**src/rtl/aer_uart_tx.sv**
```systemverilog
// rtl/aer_uart_tx.sv - AER spike events to 2-byte UART frames via FIFO (AER_UART_TX_DROP_EN: drop events when full)
module aer_uart_tx #(
  parameter int          PRESCALE   = 30,
  parameter int          FIFO_DEPTH = 16,
  parameter logic [3:0]  HDR_NIBBLE = 4'h2
) (
  input  logic        clk,
  input  logic        rst_n,
  input  logic [7:0]  aerout_addr,
  input  logic        aerout_req,
  output logic        aerout_ack,
  output logic        txd,
  output logic        busy,
  output logic        fifo_full,
  output logic [15:0] drop_cnt
);
  localparam int AW      = $clog2(FIFO_DEPTH);
  localparam int BIT_CYC = 8 * PRESCALE;
  localparam int CW      = $clog2(BIT_CYC);

  typedef enum logic {HS_IDLE, HS_ACK} hs_state_t;
  typedef enum logic [1:0] {TX_IDLE, TX_HDR, TX_ADDR} tx_state_t;

  logic [7:0]  mem [FIFO_DEPTH];
  logic [AW:0] wr_ptr_q, wr_ptr_d, rd_ptr_q, rd_ptr_d;
  logic        fifo_empty;
  logic [7:0]  fifo_head;
  logic        push, pop;

  hs_state_t   hs_state_q, hs_state_d;
  logic        ack_q, ack_d;

  tx_state_t   tx_state_q, tx_state_d;
  logic [CW-1:0] cnt_q, cnt_d;
  logic [3:0]  bit_q, bit_d;
  logic [7:0]  byte_q, byte_d;
  logic        txd_q, txd_d;
  logic [7:0]  cur_byte;
  logic [9:0]  frame_bits;
  logic        bit_end;

  assign fifo_empty = (wr_ptr_q == rd_ptr_q);
  assign fifo_full  = (wr_ptr_q[AW] != rd_ptr_q[AW]) && (wr_ptr_q[AW-1:0] == rd_ptr_q[AW-1:0]);
  assign fifo_head  = mem[rd_ptr_q[AW-1:0]];
  assign aerout_ack = ack_q;
  assign txd        = txd_q;
  assign busy       = (tx_state_q != TX_IDLE) || !fifo_empty;

`ifdef AER_UART_TX_DROP_EN
  logic        drop;
  logic [15:0] drop_cnt_q, drop_cnt_d;
  assign drop_cnt = drop_cnt_q;
`else
  assign drop_cnt = 16'h0000;
`endif

  // Event storage; data needs no reset since pointers define validity
  always_ff @(posedge clk) begin
    if (push) mem[wr_ptr_q[AW-1:0]] <= aerout_addr;
  end

  // 4-phase handshake: accept once per req high phase, ack follows the accept
  always_comb begin
    hs_state_d = hs_state_q;
    ack_d      = ack_q;
    push       = 1'b0;
`ifdef AER_UART_TX_DROP_EN
    drop       = 1'b0;
`endif
    case (hs_state_q)
      HS_IDLE: begin
        if (aerout_req) begin
          if (!fifo_full) begin
            push       = 1'b1;
            hs_state_d = HS_ACK;
            ack_d      = 1'b1;
          end
`ifdef AER_UART_TX_DROP_EN
          else begin
            drop       = 1'b1;
            hs_state_d = HS_ACK;
            ack_d      = 1'b1;
          end
`endif
        end
      end
      default: begin
        if (!aerout_req) begin
          hs_state_d = HS_IDLE;
          ack_d      = 1'b0;
        end
      end
    endcase
  end

  // Serializer: header then address byte, chaining frames with no idle gap
  always_comb begin
    tx_state_d = tx_state_q;
    cnt_d      = cnt_q;
    bit_d      = bit_q;
    byte_d     = byte_q;
    pop        = 1'b0;
    bit_end    = (cnt_q == CW'(BIT_CYC - 1));
    cur_byte   = (tx_state_q == TX_HDR) ? {HDR_NIBBLE, 4'b0000} : byte_q;
    frame_bits = {1'b1, cur_byte, 1'b0};
    case (tx_state_q)
      TX_IDLE: begin
        if (!fifo_empty) begin
          pop        = 1'b1;
          byte_d     = fifo_head;
          tx_state_d = TX_HDR;
          cnt_d      = '0;
          bit_d      = 4'd0;
        end
      end
      TX_HDR, TX_ADDR: begin
        if (bit_end) begin
          cnt_d = '0;
          if (bit_q == 4'd9) begin
            bit_d = 4'd0;
            if (tx_state_q == TX_HDR) begin
              tx_state_d = TX_ADDR;
            end else if (!fifo_empty) begin
              pop        = 1'b1;
              byte_d     = fifo_head;
              tx_state_d = TX_HDR;
            end else begin
              tx_state_d = TX_IDLE;
            end
          end else begin
            bit_d = bit_q + 4'd1;
          end
        end else begin
          cnt_d = cnt_q + CW'(1);
        end
      end
      default: tx_state_d = TX_IDLE;
    endcase
    // txd is registered one cycle behind the serializer state
    txd_d = (tx_state_q == TX_IDLE) ? 1'b1 : frame_bits[bit_q];
  end

  // Pointer next-state: simultaneous push and pop both take effect
  always_comb begin
    wr_ptr_d = wr_ptr_q + (AW + 1)'(push);
    rd_ptr_d = rd_ptr_q + (AW + 1)'(pop);
  end

`ifdef AER_UART_TX_DROP_EN
  // Saturating count of events discarded while the FIFO was full
  always_comb begin
    drop_cnt_d = drop_cnt_q;
    if (drop && drop_cnt_q != 16'hFFFF) drop_cnt_d = drop_cnt_q + 16'd1;
  end

  // Drop counter register
  always_ff @(posedge clk or negedge rst_n) begin
    if (!rst_n) drop_cnt_q <= 16'h0000;
    else        drop_cnt_q <= drop_cnt_d;
  end
`endif

  // State registers; reset abandons any frame in flight and empties the FIFO
  always_ff @(posedge clk or negedge rst_n) begin
    if (!rst_n) begin
      wr_ptr_q   <= '0;
      rd_ptr_q   <= '0;
      hs_state_q <= HS_IDLE;
      ack_q      <= 1'b0;
      tx_state_q <= TX_IDLE;
      cnt_q      <= '0;
      bit_q      <= 4'd0;
      byte_q     <= 8'h00;
      txd_q      <= 1'b1;
    end else begin
      wr_ptr_q   <= wr_ptr_d;
      rd_ptr_q   <= rd_ptr_d;
      hs_state_q <= hs_state_d;
      ack_q      <= ack_d;
      tx_state_q <= tx_state_d;
      cnt_q      <= cnt_d;
      bit_q      <= bit_d;
      byte_q     <= byte_d;
      txd_q      <= txd_d;
    end
  end
endmodule

```
**config.mk**
```make
export PLATFORM = sky130hd
export DESIGN_NAME = aer_uart_tx
export DESIGN_NICKNAME = d
export VERILOG_FILES = /design/src/rtl/aer_uart_tx.sv
export SDC_FILE = /design/constraint.sdc
export NUM_CORES = 1
export LEC_CHECK = 0
export ABC_AREA = 1
export CAP_MARGIN = 30
export CORE_MARGIN = 1.5
export CORE_UTILIZATION = 30
export CTS_CLUSTER_DIAMETER = 120
export CTS_CLUSTER_SIZE = 12
export DETAILED_ROUTE_END_ITERATION = 10
export GPL_TIMING_DRIVEN = 1
export PLACE_DENSITY = 0.46
export SLEW_MARGIN = 20
export SYNTH_ARGS = -nofsm -noshare
export SYNTH_HDL_FRONTEND = slang
export SYNTH_SLANG_ARGS = --single-unit
```
**constraint.sdc**
```tcl
create_clock -name clk -period 1.9 [get_ports clk]
set_clock_uncertainty 0.05 [all_clocks]
set_input_delay 0.38 -clock clk [delete_from_list [all_inputs] [get_ports clk]]
set_output_delay 0.38 -clock clk [all_outputs]
set_load 0.005 [all_outputs]
```
==> results.toml <==
[timing]
finalCriticalPeriod_ns = 2.00
final_hold_viol_count = 0
finalSetupTns_ns = -0.821
period_share_pct = 105
grt_setup_unrepaired = "yes"
finalMaxSlewViolations = 0
setup_slack_ns = -0.0998
setup_viol = 39
timing.fmax_mhz = 500

[detailed_routing]
first_pass_iters = 5
drc = 0
routed_wl_mm = 17.4
vias_per_cell = 4.51
vias = 5096
postRouteAntennaNets = 0
routedWlPerCell_um = 15.4
drtIter0Drc = 283

[die]
die_area_mm2 = 0.0252
start_util_pct = 30.8
io_pins = 31
dieWidth_um = 159
core_mm2 = 0.0236
die_y_um = 159
core.rowCount = 56

[logic_synthesis]
async_flop_share_pct = 21.5
synthesis.area_mm2 = 0.00727
synth_largest_area_cell = "edfxtp_1"
yosys_register_bits = 163
synth_edf_count = 128
synth_common_cells = "nor2_1 (160), nand2_1 (132), edfxtp_1 (128), o21ai_0 (80), nand3_1 (38)"
yosys_most_used_dff = "edfxtp_1"
syn_area_per_cell_um2 = 10.2
syn-instance-count = 715
synth.area.top_cells = "edfxtp_1 (53%), dfrtp_1 (12%), nor2_1 (8.3%), nand2_1 (6.8%), o21ai_0 (5.5%)"
yosysTopAreaCellShare_pct = 52.9
synth_most_common_cell = "nor2_1"
seq_area_frac_synth_pct = 64.9
synth_cell_types = 32
ys_warn_count = 0

[cells_and_area]
instances_no_fill = 1130
drive_above_1_share_pct = 19.5
design_area_mm2 = 0.00904
area_growth_syn_to_layout_pct = 24.3
nets = 820
diodes = 0

[clocking]
clkLatencyLatePin_ns = 0.43
cts_made_buffers = 17
cts_sinks = 163
clockBufferDepth = 2
h-tree-depth = 4
cts_tree = "built"
clk_pin_slew_ns = 0.07
cts-root-buf = "clkbuf_16"

[power]
p_per_area_mw_per_mm2 = 970
p_leak_uw = 0.00354
total_power_uw = 8770
ir_drop_mv = 0.433

[run]
cap_violations = 0

[critical_path]
cp.arrival_ns = 1.57
cpPeakStageDelay_ns = 0.44
critPathMostFrequentCell = "nand2_1"
cp_slowest_cell = "dfrtp_2"
crit_type = "reg -> out"
end_kind = "primary output"
worstPathRequired_ns = 1.47
r2r_slack_ns = -0.05
crit_path_start_kind = "flip-flop"
cp_max_fo = 4
worstPathCellList = "nand2_1 -> nand2_1 -> nor2_2 -> nand2_1 -> or2_1 -> inv_1 -> buf_2"

[global_routing]
grt.total_usage_pct = 14.8
grt_pass1_vias = 5216
grt_pass1_wl_mm = 27.3
grt_start_max_net_pins = 65
antenna_found_initial = 0
grt_remaining_overflow = 0

[outcome]
outcome = "finished with violations"
violations = "negative setup slack"

[placement]
placed_area_mm2 = 0.00818
place_congestion = 0.784
dp_cells = 1091
place_hpwl_mm = 11.9
io_buffers = 14
dpl_worst_slack_ns = -0.267

[min_path]
hold_class = "in -> async"
-- cell type report --
type                    instances  area [um2]
clock buffers                  17         425
well taps                     319         399
flip-flops and latches        163        4720
multi-input cells             482        2400
repair buffers                 93         772
inverters                      42         158
fillers                      2358       14600
clock inverters                14         165
-- registers in the layout (all words and copies together), names as in the netlist --
name	cells
mem	128
byte_q	8
cnt_q	8
rd_ptr_q	5
wr_ptr_q	5
bit_q	4
tx_state_q	2
aerout_ack	1
hs_state_q	1
txd	1
-- cell usage in the layout, fill, tap and decap left out, drive strengths merged, types with 6 or more instances in the layout --
cell	netlist	final
xor2	6	6
inv	37	46
clkdlybuf4s50	0	10
dfrtp	34	34
nand4	9	9
ha	10	10
nand2	135	136
nand3	39	39
clkbuf	17	17
clkinv	5	7
conb	1	16
o21ai	87	87
nor2	163	163
edfxtp	128	128
buf	27	81
-- power by group --
| part | leakage (uW) | switching, uW | total (uW) | internal (uW) |
|---|---|---|---|---|
| sequential | 0.00158 | 86.5 | 4180 | 4100 |
| clock | 0.000289 | 1490 | 3460 | 1970 |
| combinational | 0.00166 | 671 | 1120 | 451 |
-- repair_timing --
item                       in CTS  in global routing
gates cloned                    0                  1
setup endpoints to repair      69                154
setup buffers                   5                  4
pin swaps                      11                 16
hold endpoints to repair       16                  0
resized for setup              26                 32
hold buffers                    1                  0
-- per-stage QoR --
stage	util (%)	hold WS, ns
floorplan	-	0.0344
global route	38.3	0.422
CTS	37.7	0.372
finish	38.3	0.377
global placement	34.6	0.296
detailed placement	34.6	0.309
-- critical path: cells and delay by family (launching register included) --
kind                   cells  cell delay, ns
flip-flops                 1            0.44
buffers and inverters      2            0.16
AND/OR/NAND/NOR            5            0.53
-- logic make-up (layout without fill, tap and decap cells) --
family	Yosys count	after routing	share of synthesized area, %
buffers and inverters	86	166	5.51
XOR/XNOR	9	9	1.08
other	1	16	0.0516
flip-flops	163	163	64.9
AND/OR/NAND/NOR	354	355	20.3
AO/OA/AOI/OAI	92	92	6.38
adder cells (fa/ha/maj)	10	10	1.72
-- final timing paths --
kind | from | end | cells past startpoint
max reg2reg | rd_ptr_q[0]$_DFF_PN0_ | wr_ptr_q[3]$_DFF_PN0_ | 12
min reg2reg | rd_ptr_q[4]$_DFF_PN0_ | rd_ptr_q[4]$_DFF_PN0_ | 1
max | rd_ptr_q[0]$_DFF_PN0_ | fifo_full | 7
min | rst_n | bit_q[0]$_DFFE_PN0P_ | 2
max in group asynchronous | rst_n | txd$_DFF_PN1_ | 3
min in group clk | rd_ptr_q[4]$_DFF_PN0_ | rd_ptr_q[4]$_DFF_PN0_ | 1
-- routing by layer --
metal	routed length [um]	GRT usage [%]	up-vias	share of wire, %
li1	-	-	2534	-
met1	8280	19.0	2478	48
met2	8520	25.4	75	49
met3	494	3.02	9	2.8
met4	132	4.01	0	0.76
met5	0	0	-	0
Power figures use the tool's default switching activity.
